--- src/rtl/alu_seq_issue_pkg.sv ---
// alu_pkg: function codes, legality check and sequencer state encoding
package alu_pkg;
  localparam logic [2:0] FUNC_ADD = 3'b000;
  localparam logic [2:0] FUNC_AND = 3'b001;
  localparam logic [2:0] FUNC_OR  = 3'b010;
  typedef enum logic [1:0] {IDLE, EXEC, DONE} stateT;
  function automatic logic func_legal(input logic [2:0] f);
    return f == FUNC_ADD || f == FUNC_AND || f == FUNC_OR;
  endfunction
endpackage

--- src/rtl/alu_seq_issue_if.sv ---
// alu_seq_issue_if: request, ALU-side and response signals of the byte sequencer
interface alu_seq_issue_if #(parameter int NBYTES = 2);
  localparam int W = 8 * NBYTES;
  logic         req_valid;
  logic         req_ready;
  logic [W-1:0] req_a;
  logic [W-1:0] req_b;
  logic [2:0]   req_func;
  logic [7:0]   alu_a;
  logic [7:0]   alu_b;
  logic         alu_cin;
  logic [2:0]   alu_func;
  logic [7:0]   alu_result;
  logic         alu_cout;
  logic         alu_zero;
  logic         alu_neg;
  logic         rsp_valid;
  logic         rsp_ready;
  logic [W-1:0] rsp_result;
  logic         rsp_carry;
  logic         rsp_zero;
  logic         rsp_neg;
  logic         rsp_err;
  modport slave (
    input  req_valid, req_a, req_b, req_func, alu_result, alu_cout, alu_zero, alu_neg, rsp_ready,
    output req_ready, alu_a, alu_b, alu_cin, alu_func, rsp_valid, rsp_result, rsp_carry, rsp_zero,
           rsp_neg, rsp_err
  );
  modport master (
    output req_valid, req_a, req_b, req_func, alu_result, alu_cout, alu_zero, alu_neg, rsp_ready,
    input  req_ready, alu_a, alu_b, alu_cin, alu_func, rsp_valid, rsp_result, rsp_carry, rsp_zero,
           rsp_neg, rsp_err
  );
endinterface

--- src/rtl/alu_seq_issue.sv ---
// alu_seq_issue: issues multi-byte operations to an 8-bit ALU one byte per cycle, LSB first
module alu_seq_issue
  import alu_pkg::*;
#(
  parameter int NBYTES = 2
) (
  input  logic           clk,
  input  logic           rst,
  alu_seq_issue_if.slave bus
);
  localparam int IW = NBYTES > 1 ? $clog2(NBYTES) : 1;
  stateT                  state, nextState;
  logic [NBYTES-1:0][7:0] opA, opB, result, nextResult;
  logic [2:0]             func;
  logic [IW-1:0]          idx;
  logic                   carry, rspCarry, rspZero, rspNeg, rspErr;
  logic                   isAdd, isExec, lastByte, accept, unusedFlags;
  assign isAdd       = func == FUNC_ADD;
  assign isExec      = state == EXEC;
  assign lastByte    = idx == IW'(NBYTES - 1);
  assign accept      = bus.req_valid && bus.req_ready;
  assign unusedFlags = bus.alu_zero ^ bus.alu_neg;
  always_comb begin
    nextState       = state;
    nextResult      = result;
    nextResult[idx] = bus.alu_result;
    case (state)
      IDLE:    nextState = accept ? (func_legal(bus.req_func) ? EXEC : DONE) : IDLE;
      EXEC:    nextState = lastByte ? DONE : EXEC;
      DONE:    nextState = bus.rsp_ready ? IDLE : DONE;
      default: nextState = IDLE;
    endcase
  end
  assign bus.req_ready  = state == IDLE && !rst;
  assign bus.alu_a      = isExec ? opA[idx] : 8'h00;
  assign bus.alu_b      = isExec ? opB[idx] : 8'h00;
  assign bus.alu_func   = isExec ? func : FUNC_ADD;
  assign bus.alu_cin    = isExec && isAdd && carry;
  assign bus.rsp_valid  = state == DONE;
  assign bus.rsp_result = result;
  assign bus.rsp_carry  = rspCarry;
  assign bus.rsp_zero   = rspZero;
  assign bus.rsp_neg    = rspNeg;
  assign bus.rsp_err    = rspErr;
  // Flags are captured from the fully assembled word on the final byte so they stay stable in DONE
  always_ff @(posedge clk) begin
    if (rst) begin
      state    <= IDLE;
      opA      <= '0;
      opB      <= '0;
      result   <= '0;
      func     <= FUNC_ADD;
      idx      <= '0;
      carry    <= 1'b0;
      rspCarry <= 1'b0;
      rspZero  <= 1'b0;
      rspNeg   <= 1'b0;
      rspErr   <= 1'b0;
    end else begin
      state <= nextState;
      if (accept) begin
        opA      <= bus.req_a;
        opB      <= bus.req_b;
        func     <= bus.req_func;
        idx      <= '0;
        carry    <= 1'b0;
        result   <= '0;
        rspCarry <= 1'b0;
        rspZero  <= 1'b0;
        rspNeg   <= 1'b0;
        rspErr   <= !func_legal(bus.req_func);
      end
      if (isExec) begin
        result <= nextResult;
        carry  <= isAdd && bus.alu_cout;
        idx    <= idx + 1'b1;
        if (lastByte) begin
          rspCarry <= isAdd && bus.alu_cout;
          rspZero  <= nextResult == '0;
          rspNeg   <= nextResult[NBYTES-1][7];
        end
      end
    end
  end
endmodule

--- src/flat_wrapper.sv ---
// flat-port wrapper written by rule: the top's interface ports become plain ports
module alu_seq_issue_flat import alu_pkg::*;
#(
  parameter int NBYTES = 2
)
  (clk, rst, bus_req_valid, bus_req_a, bus_req_b, bus_req_func, bus_alu_result, bus_alu_cout, bus_alu_zero, bus_alu_neg, bus_rsp_ready, bus_req_ready, bus_alu_a, bus_alu_b, bus_alu_cin, bus_alu_func, bus_rsp_valid, bus_rsp_result, bus_rsp_carry, bus_rsp_zero, bus_rsp_neg, bus_rsp_err);
  alu_seq_issue_if #(.NBYTES(NBYTES)) bus_i ();
  input  logic clk;
  input  logic rst;
  input wire logic [$bits(bus_i.req_valid)-1:0] bus_req_valid;
  input wire logic [$bits(bus_i.req_a)-1:0] bus_req_a;
  input wire logic [$bits(bus_i.req_b)-1:0] bus_req_b;
  input wire logic [$bits(bus_i.req_func)-1:0] bus_req_func;
  input wire logic [$bits(bus_i.alu_result)-1:0] bus_alu_result;
  input wire logic [$bits(bus_i.alu_cout)-1:0] bus_alu_cout;
  input wire logic [$bits(bus_i.alu_zero)-1:0] bus_alu_zero;
  input wire logic [$bits(bus_i.alu_neg)-1:0] bus_alu_neg;
  input wire logic [$bits(bus_i.rsp_ready)-1:0] bus_rsp_ready;
  output wire logic [$bits(bus_i.req_ready)-1:0] bus_req_ready;
  output wire logic [$bits(bus_i.alu_a)-1:0] bus_alu_a;
  output wire logic [$bits(bus_i.alu_b)-1:0] bus_alu_b;
  output wire logic [$bits(bus_i.alu_cin)-1:0] bus_alu_cin;
  output wire logic [$bits(bus_i.alu_func)-1:0] bus_alu_func;
  output wire logic [$bits(bus_i.rsp_valid)-1:0] bus_rsp_valid;
  output wire logic [$bits(bus_i.rsp_result)-1:0] bus_rsp_result;
  output wire logic [$bits(bus_i.rsp_carry)-1:0] bus_rsp_carry;
  output wire logic [$bits(bus_i.rsp_zero)-1:0] bus_rsp_zero;
  output wire logic [$bits(bus_i.rsp_neg)-1:0] bus_rsp_neg;
  output wire logic [$bits(bus_i.rsp_err)-1:0] bus_rsp_err;
  assign bus_i.req_valid = bus_req_valid;
  assign bus_i.req_a = bus_req_a;
  assign bus_i.req_b = bus_req_b;
  assign bus_i.req_func = bus_req_func;
  assign bus_i.alu_result = bus_alu_result;
  assign bus_i.alu_cout = bus_alu_cout;
  assign bus_i.alu_zero = bus_alu_zero;
  assign bus_i.alu_neg = bus_alu_neg;
  assign bus_i.rsp_ready = bus_rsp_ready;
  assign bus_req_ready = bus_i.req_ready;
  assign bus_alu_a = bus_i.alu_a;
  assign bus_alu_b = bus_i.alu_b;
  assign bus_alu_cin = bus_i.alu_cin;
  assign bus_alu_func = bus_i.alu_func;
  assign bus_rsp_valid = bus_i.rsp_valid;
  assign bus_rsp_result = bus_i.rsp_result;
  assign bus_rsp_carry = bus_i.rsp_carry;
  assign bus_rsp_zero = bus_i.rsp_zero;
  assign bus_rsp_neg = bus_i.rsp_neg;
  assign bus_rsp_err = bus_i.rsp_err;
  alu_seq_issue #(.NBYTES(NBYTES)) u_core (.clk(clk), .rst(rst), .bus(bus_i));
endmodule
--- config.mk ---
export PLATFORM = sky130hd
export DESIGN_NAME = alu_seq_issue_flat
export DESIGN_NICKNAME = d
export VERILOG_FILES = /design/src/rtl/alu_seq_issue_pkg.sv /design/src/rtl/alu_seq_issue_if.sv /design/src/rtl/alu_seq_issue.sv /design/src/flat_wrapper.sv
export SDC_FILE = /design/constraint.sdc
export NUM_CORES = 1
export LEC_CHECK = 0
export CORE_ASPECT_RATIO = 1.25
export CORE_MARGIN = 5
export CORE_UTILIZATION = 30
export CTS_BUF_LIST = sky130_fd_sc_hd__clkbuf_4 sky130_fd_sc_hd__clkbuf_8
export CTS_CLUSTER_SIZE = 40
export DETAILED_ROUTE_END_ITERATION = 10
export PLACE_DENSITY_LB_ADDON = 0.15
export SLEW_MARGIN = 20
export SYNTH_ARGS = -nofsm -noshare
export SYNTH_HDL_FRONTEND = slang
export SYNTH_SLANG_ARGS = --single-unit
export TNS_END_PERCENT = 30
--- constraint.sdc ---
create_clock -name clk -period 3.9 [get_ports clk]
set_input_delay 0.78 -clock clk [delete_from_list [all_inputs] [get_ports clk]]
set_output_delay 0.78 -clock clk [all_outputs]
set_load 0.02 [all_outputs]
After elaboration in Yosys (flattened, before gate mapping):

Cells that the tools add are included.

* magnitude comparators: 2
* $add $sub $neg: 1
* reductions and logical operators: 15
* multiplexer cells: 29
* equal/unequal tests: 4

Operators with widths (count)
* 8-bit two-way mux: 7
* 16-bit two-way mux: 2
* 16-bit bitwise mux: 1
* 16-bit zero test: 1
* 1-bit two-way mux: 12
* 8-bit demux with 1-bit select: 1
* 2-bit two-way mux: 4
* 1-bit logical AND: 6
* 3-bit zero test: 2
* 2-bit one-hot mux with 3 select lines: 1
* 3-bit by 1-bit == test with 1-bit output, second input constant: 1
* 3-bit by 2-bit == test with 1-bit output, second input constant: 1
* 3-bit two-way mux: 1
* 2-bit by 1-bit == test with 1-bit output, second input constant: 1
* 2-bit == test, second input constant: 1
* 1-bit zero test: 2
* 2-bit zero test: 1
* 1-bit logical OR: 2
* 1-bit by 2-bit < comparator with 1-bit output, second input constant: 1
* 2-bit nonzero test: 1
* 1-bit adder, second input constant: 1
* 1-bit greater-or-equal comparator, second input constant: 1

* output and inout bits: 42
* logic and storage cells: 65
* register bits: 59

Depth between registers and ports, before layout:

* word-level depth: 8
* gate-level depth with buffers: 6
* mapped depth without buffers: 4

Worst setup path after synthesis:

Ideal clock, no wire load.

* kind: input -> register
* start: input rst
* end: register u_core.opA[10] in the netlist's numbering
* library setup time: 0.132 ns
* stages on the path: 5
* arrival time: 1.936 ns
* setup slack: 1.832 ns
* data required time: 3.768 ns
* cell sequence: nor3_1 nand2_1 buf_2 nand2_1 a21oi_1

* cells in the longest elaborated chain, start to end: 3

Ends and longest elaborated chain
* start: declaration: RTL line flat_wrapper.sv:9 `input logic rst;`
* 1-bit zero test: RTL line alu_seq_issue.sv:34 `assign bus.req_ready = state == IDLE && !rst;`
* 1-bit logical AND: RTL line alu_seq_issue.sv:34
* 1-bit logical AND: RTL line alu_seq_issue.sv:21 `assign accept = bus.req_valid && bus.req_ready;`
* end signal: assignment: RTL line alu_seq_issue.sv:62 `opA <= bus.req_a;`
* end: declaration: RTL line alu_seq_issue.sv:13 `logic [NBYTES-1:0][7:0] opA, opB, result, nextResult;`

Several ways; a longest one is shown, not always the timed one.
A chain may end at the register's enable or synchronous reset.

Worst setup path in the final report:

* start: register u_core.state[1]
* end: output bus_alu_a[6]

* cells in the longest elaborated chain, start to end: 2

Ends and longest elaborated chain
* start: declaration: RTL line alu_seq_issue.sv:12 `stateT state, nextState;`
* start signal: assignment: RTL line alu_seq_issue.sv:60 `state <= nextState;`
* 2-bit by 1-bit == test with 1-bit output: RTL line alu_seq_issue.sv:19 `assign isExec = state == EXEC;`
* 8-bit two-way mux: RTL line alu_seq_issue.sv:35 `assign bus.alu_a = isExec ? opA[idx] : 8'h00;`
* end: declaration: RTL line flat_wrapper.sv:20 `output wire logic [$bits(bus_i.alu_a)-1:0] bus_alu_a;`

No other way between the ends.

==> qor.txt <==
Synth area leader: dfxtp_1
CTS sink cnt: 59
Synth async-reset ratio: 0%
Pwr/cell area: 395 nW/µm²
Final period util: 78.8%
Crit path DAT: 2.29 ns
Maximum vdd drop: 288 µV
Post-synth EDFFs: 0
CTS Buf Count: 9
Pin count of the biggest net entering global routing: 48
Post-synth top flop: dfxtp_1
Post-Syn Nets: 331
Area growth from synthesis to final layout: 47.1%
Outcome: finished, final reports clean
I/O pins: 92
Worst-Skew Late Latency: 0.33 ns
Slowest CP cell: nand2b_1
DRC violation total after the first TritonRoute iteration: 124
Vias in the first global route: 2192
Worst Path Max Fanout: 18
Worst Tran Pin Value: 0.830 ns
MaxCap Viol Count: 0
Drt wl/cell: 14.1 µm
DRC viols: 0
Antenna viol nets, final: 0
Hold Worst Slack: 0.454 ns
Initial antenna violation count: 0
Post-CTS sizing: 0
Critical path class: reg -> out
Die H: 110 µm
Max-slew violations: 0
CTS tree: built
Layout Nets: 415
Delay-heaviest family, CP: simple AND/OR/NAND/NOR gates
Starting density of the core: 30.7%
Yosys warning count: 0
CP startpoint kind: flop
Critical Path Max Stage Delay: 0.70 ns
Crit end category: output port
Total Routing Usage GR: 13.2%
CTS Root Cell: clkbuf_8
Rel. slew slack: 44.6%
Seq/Total Area, Yosys: 49.1%
Fill count: 814
Top cells by area, synth: dfxtp_1 (49%), nand2_1 (12%), a21oi_1 (8.9%)
Port buffer count: 89
Leak: 0.00123 µW
Core ar.: 7840 µm²
Distinct cells, synth: 31
DIE AREA: 9930 µm²
RSZ-0062 raised after global routing: false
Global placer's final weighted congestion: 0.788
Synth Register Bits: 59
Die width: 90.1 µm
Buf+Inv Stages, Crit Path: 1
Crit-path cells: nand2b_1, nor2_1, clkdlybuf4s50_1
H-tree depth: 3
Syn Inst Count: 281
Min Tclk post-route: 3.07 ns
Drt total wl: 6.56 mm
Mapped Area: 2410 µm²
Clock tree buffer depth: 2
# setup viols final: 0
Total grt overflow: 0
Top-area cell type share of the netlist area: 49.1%
Setup bufs post-CTS: 0
Post-DP HPWL: 4.46 mm
Layout cells sized above 1: 7.03%
Hold Path Class: reg -> reg
Clock-pin transition on the worst setup and hold timing paths: 0.06 ns
Drt pass-1 iters: 4
Vias: 2213
Hold buffers post-CTS: 0
Antenna cells: 0
Row count: 36
Drt via density: 4.76
Synth Area per Inst: 8.57 µm²
First-pass GRT wire length: 10.5 mm
Final count of hold timing violations: 0
Fmax: 325 MHz
Worst EP required: 3.12 ns
Total negative setup slack: 0 ns
Clock skew: 0.00681 ns
[logic make-up after synthesis]
logic type / share of synthesized area (%)
AOI/OAI and AO/OA: 16.8
buffers and inverters: 4.78
DFF: 49.1
muxes: 6.65
and+or+nand+nor: 22.7
[metrics by stage]
step | power (µW) | setup slack [ns] | instances | area (µm²) | util (%)
6_report | 1400 | 0.828 | 465 | 3540 | 45.2
4_1_cts | 1420 | 0.738 | 465 | 3540 | 45.2
5_1_grt | 1470 | 0.602 | 465 | 3540 | 45.2
2_1_floorplan | 737 | 1.83 | 281 | 2410 | -
3_5_place_dp | 818 | 1.12 | 449 | 3330 | 42.5
3_3_place_gp | 817 | 1.10 | 449 | 3330 | 42.5
[Yosys cell counts (all sizes together) (2+ instances only)]
master,instances
a211oi,3
a21oi,43
a22o,16
and2,3
buf,13
clkbuf,7
dfxtp,59
mux2i,16
nand2,74
nand2b,3
nand3,3
nand4,2
nor2,20
nor2b,3
nor3,4
nor4,4
[cell usage in the layout (no fill, tap or decap)]
master | netlist | final
and2_1 | 3 | 3
clkdlybuf4s50_1 | 0 | 88
nor3_2 | 1 | 1
nor4b_4 | 1 | 1
nor3_1 | 3 | 3
nand3_1 | 3 | 3
bufinv_16 | 0 | 2
a22o_1 | 16 | 16
nor2_1 | 20 | 20
nor3b_2 | 1 | 1
nor2b_1 | 2 | 2
a32oi_1 | 1 | 1
a211oi_2 | 1 | 1
buf_2 | 7 | 1
nand2_1 | 74 | 74
clkbuf_8 | 0 | 9
inv_1 | 1 | 1
a22oi_1 | 1 | 1
nor2b_4 | 1 | 1
or4b_1 | 1 | 1
clkinv_2 | 0 | 4
a211oi_1 | 2 | 2
clkbuf_4 | 0 | 1
nand2b_1 | 3 | 3
a21oi_1 | 43 | 43
dfxtp_1 | 59 | 59
o21ai_0 | 1 | 1
and3_1 | 1 | 1
buf_4 | 1 | 4
nor4_1 | 4 | 4
nand4_1 | 2 | 2
mux2i_1 | 16 | 16
[registers in the layout, summed over array words and instances (netlist names)]
name and flops:
u_core.bus.rsp_neg 1, u_core.idx 1, u_core.bus.rsp_err 1, u_core.carry 1, u_core.opA 16, u_core.state 2, u_core.bus.rsp_carry 1, u_core.bus.rsp_zero 1
u_core.bus.rsp_result 16, u_core.func 3, u_core.opB 16
[layout make-up]
| type | instances | area [µm²] | area share (%) |
|---|---|---|---|
| sequential | 59 | 1180 | 33.3 |
| multi-input combinational | 201 | 1110 | 31.4 |
| timing repair buffer | 93 | 916 | 25.9 |
| clock buffer | 10 | 131 | 3.71 |
| tap | 95 | 119 | 3.36 |
| clock inverter | 6 | 80.1 | 2.26 |
| inverter | 1 | 3.75 | 0.106 |
[power by group]
group,internal [µW],total (µW),switching [µW],leakage [µW]
Sequential,626,641,15.7,0.000480
Clock,362,599,236,0.000113
Combinational,81.9,161,78.8,0.000633
Total,1070,1400,331,0.00123
[worst paths after layout]
| check | end | slack (ns) | cells past startpoint | start |
|---|---|---|---|---|
| setup / recovery | bus_alu_a[6] | 0.83 | 3 | u_core.state[1] |
| hold / removal | u_core.opB[8] | 0.45 | 2 | u_core.opB[8] |
| setup reg to reg | u_core.bus.rsp_result[7] | 1.91 | 4 | u_core.idx |
| hold reg to reg | u_core.opB[8] | 0.45 | 2 | u_core.opB[8] |
[tightest hold or removal path, stage by stage, from the launching register on]
cell	delay, ns
dfxtp_1	0.31
nand2_1	0.05
a21oi_1	0.05
[metal layers]
layer	wire length [µm]	global-route usage, %	vias to the layer above
met3	515	5.43	4
met5	0	0	-
li1	-	-	1128
met1	2990	16.2	1010
met4	56	4.47	0
met2	2990	21.0	71
Note: power is estimated with default switching activity, not from simulation.
